$ cat src/rtl/fp16_mul_share_ctrl.sv
// Shares one fixed-latency, free-running fp16 multiplier among NREQ requesters.
// Ops are issued round-robin with credit-based flow control into a fall-through response FIFO.
module fp16_mul_share_ctrl #(
  parameter int NREQ        = 4,
  parameter int IDW         = 2,
  parameter int MUL_LATENCY = 9,
  parameter int FIFO_DEPTH  = 16
) (
  input  logic                 clk,
  input  logic                 rst_n,
  input  logic [NREQ-1:0]      req_valid,
  output logic [NREQ-1:0]      req_ready,
  input  logic [16*NREQ-1:0]   req_a,
  input  logic [16*NREQ-1:0]   req_b,
  output logic [15:0]          mul_a,
  output logic [15:0]          mul_b,
  input  logic [15:0]          mul_out,
  output logic                 rsp_valid,
  input  logic                 rsp_ready,
  output logic [15:0]          rsp_data,
  output logic [IDW-1:0]       rsp_id,
  output logic                 busy
);

  localparam int PW = (FIFO_DEPTH > 1) ? $clog2(FIFO_DEPTH) : 1;
  localparam int CW = $clog2(FIFO_DEPTH + MUL_LATENCY + 1) + 1;
  localparam int EW = 16 + IDW;

  logic [IDW-1:0]         rr_ptr;
  logic [MUL_LATENCY-1:0] sh_vld;
  logic [IDW-1:0]         sh_id [MUL_LATENCY];
  logic [EW-1:0]          fifo_mem [FIFO_DEPTH];
  logic [PW-1:0]          wr_ptr;
  logic [PW-1:0]          rd_ptr;
  logic [CW-1:0]          fifo_cnt;
  logic [CW-1:0]          inflight;
  logic                   have_credit;
  logic                   grant_vld;
  logic [IDW-1:0]         grant_id;
  logic                   push;
  logic                   pop;

  always_comb begin
    inflight = '0;
    for (int k = 0; k < MUL_LATENCY; k++) begin
      inflight = inflight + CW'(sh_vld[k]);
    end
  end

  assign have_credit = (fifo_cnt + inflight) < CW'(FIFO_DEPTH);

  // Two passes: indices below the pointer first, then those at/after it override,
  // so the lowest index at or after rr_ptr wins, wrapping otherwise.
  always_comb begin
    grant_vld = 1'b0;
    grant_id  = '0;
    if (rst_n && have_credit) begin
      for (int i = NREQ - 1; i >= 0; i--) begin
        if (req_valid[i] && (i < int'(rr_ptr))) begin
          grant_vld = 1'b1;
          grant_id  = IDW'(i);
        end
      end
      for (int i = NREQ - 1; i >= 0; i--) begin
        if (req_valid[i] && (i >= int'(rr_ptr))) begin
          grant_vld = 1'b1;
          grant_id  = IDW'(i);
        end
      end
    end
  end

  always_comb begin
    req_ready = '0;
    mul_a     = '0;
    mul_b     = '0;
    for (int i = 0; i < NREQ; i++) begin
      if (grant_vld && (grant_id == IDW'(i))) begin
        req_ready[i] = 1'b1;
        mul_a        = req_a[16*i +: 16];
        mul_b        = req_b[16*i +: 16];
      end
    end
  end

  assign push      = sh_vld[MUL_LATENCY-1];
  assign rsp_valid = (fifo_cnt != '0);
  assign pop       = rsp_valid & rsp_ready;
  assign rsp_data  = fifo_mem[rd_ptr][15:0];
  assign rsp_id    = fifo_mem[rd_ptr][EW-1:16];
  assign busy      = (|sh_vld) | rsp_valid;

  always_ff @(posedge clk) begin
    if (!rst_n) begin
      rr_ptr   <= '0;
      sh_vld   <= '0;
      wr_ptr   <= '0;
      rd_ptr   <= '0;
      fifo_cnt <= '0;
    end else begin
      if (grant_vld) begin
        rr_ptr <= (grant_id == IDW'(NREQ - 1)) ? '0 : grant_id + IDW'(1);
      end
      sh_vld <= {sh_vld[MUL_LATENCY-2:0], grant_vld};
      if (push) begin
        wr_ptr <= (wr_ptr == PW'(FIFO_DEPTH - 1)) ? '0 : wr_ptr + PW'(1);
      end
      if (pop) begin
        rd_ptr <= (rd_ptr == PW'(FIFO_DEPTH - 1)) ? '0 : rd_ptr + PW'(1);
      end
      if (push && !pop) begin
        fifo_cnt <= fifo_cnt + CW'(1);
      end else if (!push && pop) begin
        fifo_cnt <= fifo_cnt - CW'(1);
      end
    end
  end

  // Tag line and FIFO storage need no reset; the valid bits and pointers qualify them.
  always_ff @(posedge clk) begin
    sh_id[0] <= grant_id;
    for (int k = 1; k < MUL_LATENCY; k++) begin
      sh_id[k] <= sh_id[k-1];
    end
    if (push) begin
      fifo_mem[wr_ptr] <= {sh_id[MUL_LATENCY-1], mul_out};
    end
  end

`ifndef SYNTHESIS
  always_ff @(posedge clk) begin
    if (rst_n) begin
      assert (!(push && !pop && (fifo_cnt == CW'(FIFO_DEPTH))))
        else $error("response fifo push while full");
    end
  end
`endif

endmodule

$ cat config.mk
export PLATFORM = sky130hd
export DESIGN_NAME = fp16_mul_share_ctrl
export DESIGN_NICKNAME = d
export VERILOG_FILES = /design/src/rtl/fp16_mul_share_ctrl.sv
export SDC_FILE = /design/constraint.sdc
export NUM_CORES = 1
export LEC_CHECK = 0
export CORE_UTILIZATION = 51
export DETAILED_ROUTE_END_ITERATION = 10
export PLACE_DENSITY = 0.8
export SYNTH_ARGS = -nofsm -noshare
export SYNTH_HDL_FRONTEND = slang
export SYNTH_SLANG_ARGS = --single-unit
$ cat constraint.sdc
create_clock -name clk -period 6.3 [get_ports clk]
set_input_delay 1.26 -clock clk [delete_from_list [all_inputs] [get_ports clk]]
set_output_delay 1.26 -clock clk [all_outputs]
set_load 0.01 [all_outputs]
==> results.yml <==
setup_path:
  crit_required_ps: 5040
  start_kind: "flop"
  timing.critical_path.arrival_ps: 4730
  end_kind: "primary output"
  cp_max_fo: 6
  crit_type: "flop to primary output"
clock_network:
  cts_tree: "built"
  clkTransAtPathRegs_ps: 60
  htree_levels: 1
  cts_hold_buf: 0
  clk_latency_ps: 560
  cts_made_buffers: 31
  cts_max_path_buffers: 3
  cts-root-buf: "clkbuf_16"
  cts.sinks: 335
synthesis:
  ys_warn_count: 0
  syn_avg_cell_area_sq_um: 17.6
  ys_ff_latch: 335
  synthCells: 806
  synth_edf_count: 288
  ys_types: 51
  synth_area_sq_um: 14200
  async_flop_share_pct: 0
  synth_flop_cell: "edfxtp_1"
  synth.net_count: 980
  yosysSeqAreaShare_pct: 67.6
power_and_ir_drop:
  total_power_w: 0.00574
  p_leak_nw: 6.27
  p_per_area_nw_per_um2: 321
  irDropWorstVdd_v: 0.000250
detailed_routing:
  drc: 0
  dr_total_vias: 8670
  routed_wirelength_um: 35200
  wire_per_inst_um: 24.6
  vias_per_cell: 6.06
  drt-initial-drc-count: 655
  firstDrtPassIters: 5
  ant_nets: 0
cells_and_area:
  drive_gt1_share_pct: 17.6
  layout_common_cells: "288 x edfxtp_1, 174 x clkdlybuf4s50_1, 90 x mux4_2"
  layout.nets: 1205
  final_common_cell: "edfxtp_1"
  syn_to_final_growth_pct: 26.2
global_route:
  grt_usage_pct: 24.6
  grt_pass1_vias: 8919
  overflow: 0
  grt_pass1_wl_um: 51300
  grt_max_degree: 41
  antenna_found_initial: 5
status:
  status: "complete, no violations"
die:
  fp.dieW_um: 169
  initial_core_util_pct: 52.3
  die_area_sq_um: 28500
  ioPinCount: 207
  core_sq_um: 27100
  fp-row-count: 60
  die_y_um: 169
timing:
  tns_ps: 0
  fmax_ghz: 0.167
  finalMaxSlewViolations: 0
  worst_pin_slew_ps: 950
  period_needed_ps: 5990
  fin_ws_ps: 305
  hold_viol: 0
  skew_ps: 14.7
  holdWs_ps: 325
  setup_violations: 0
  slew_headroom_pct: 36.7
  rsz0062_at_grt: "false"
  timing.final.crit_share_pct: 95.2
place:
  place_congestion: 0.945
  pre_cts_ws_ps: 497
  dp_hpwl_um: 22100
  io_buffers: 206
run:
  maxCapViolCount: 0
min_path:
  min-delay-path-class: "flop to flop"
state kept, by name (all words and copies together) (netlist names), named ones only:
| name | flops |
|---|---|
| fifo_mem | 288 |
| fifo_cnt | 6 |
| rr_ptr | 2 |
| wr_ptr | 4 |
| sh_vld | 9 |
| rd_ptr | 4 |
| sh_id | 18 |
cell type report:
class                      instances  area [sq um]
multi-input combinational        391          4320
timing repair buffer             244          2460
fill                            1800          9210
sequential                       335          9600
inverter                          28           105
clock buffer                      39           806
clock inverter                    18           131
antenna                            4          10.0
tap                              372           465
metal layers:
metal / vias up / part of all wire [%] / GRT usage, % / wire [um]
met5: - / 0.034 / 0 / 12
met4: 2 / 4.6 / 12.0 / 1610
met3: 94 / 7.4 / 3.79 / 2610
met2: 463 / 53 / 45.2 / 18700
met1: 4365 / 35 / 28.0 / 12300
li1: 3746 / - / - / -
worst paths after layout:
path	from	to	slack, ps	depth (start not counted)
worst min register to register	sh_id[0][15]	sh_id[0][17]	330	0
worst max register to register	sh_vld[5]	rr_ptr[1]	2600	13
worst min-delay path	sh_id[0][15]	sh_id[0][17]	330	0
worst max-delay path	sh_vld[5]	mul_b[5]	310	16
Yosys cell counts, types with 3 or more instances:
cell         n  area (sq um)
edfxtp_1   288          8650
mux4_2      90          2030
dfxtp_1     47           941
nand3_1     42           210
o21ai_0     37           185
and2_1      34           213
a32o_1      32           320
clkbuf_1    30           113
a2bb2oi_1   28           245
inv_1       28           105
nand2_1     18          67.6
ha_1        17           213
buf_2       16          80.1
a21oi_1      8          40.0
a21boi_0     6          45.0
fa_1         6           120
nand2b_1     6          37.5
buf_1        5          18.8
mux2i_1      5          50.1
nor2_1       5          18.8
xnor2_1      5          43.8
a211oi_1     4          30.0
nor2b_1      4          25.0
o311ai_0     4          35.0
o31ai_1      4          30.0
nand4b_1     3          26.3
nor4_1       3          18.8
or2_2        3          18.8
power by group:
part	internal, W	switching, W
Combinational	0.000804	0.000590
Clock	0.000981	0.000763
Sequential	0.00247	0.000138
Total	0.00425	0.00149
stage by stage:
step / cells / area (sq um) / util (%)
final: 1431 / 17900 / 66.0
after global routing: 1431 / 17900 / 66.0
after CTS: 1425 / 17800 / 65.5
after detailed placement: 1368 / 16800 / 62.0
after global placement: 1368 / 16800 / 62.0
after floorplan: 806 / 14200 / -
repair_timing:
action                                  4_1_cts  5_1_grt
endpoints found under the setup margin       32       29
pin swaps                                     0        1
gates cloned                                  0        1
gates resized for setup                       8       34
setup buffers                                 0        1
cells by family (layout without fill, tap and decap cells):
logic type | Yosys count | count (layout) | synth area share, %
AO/OA/AOI/OAI | 137 | 137 | 7.55
XOR/XNOR | 6 | 6 | 0.371
buffers and inverters | 80 | 329 | 2.31
AND/OR/NAND/NOR | 129 | 129 | 5.04
flip-flops | 335 | 335 | 67.6
multiplexers | 96 | 96 | 14.7
adder cells (fa/ha/maj) | 23 | 23 | 2.35
other | 0 | 4 | 0
critical path: stages, from the launching register on:
cell           delay (ps)
dfxtp_1               340
fa_1                  530
inv_1                  50
fa_1                  420
fa_1                  530
inv_1                  40
ha_1                  260
nand3_1                80
a22oi_2               180
mux2_4                360
or2_2                 330
ha_1                  220
inv_1                 120
nor2_1                 70
nand2_2               150
o311ai_0              170
dlygate4sd2_1         340
Note: power is estimated with default switching activity, not from simulation.
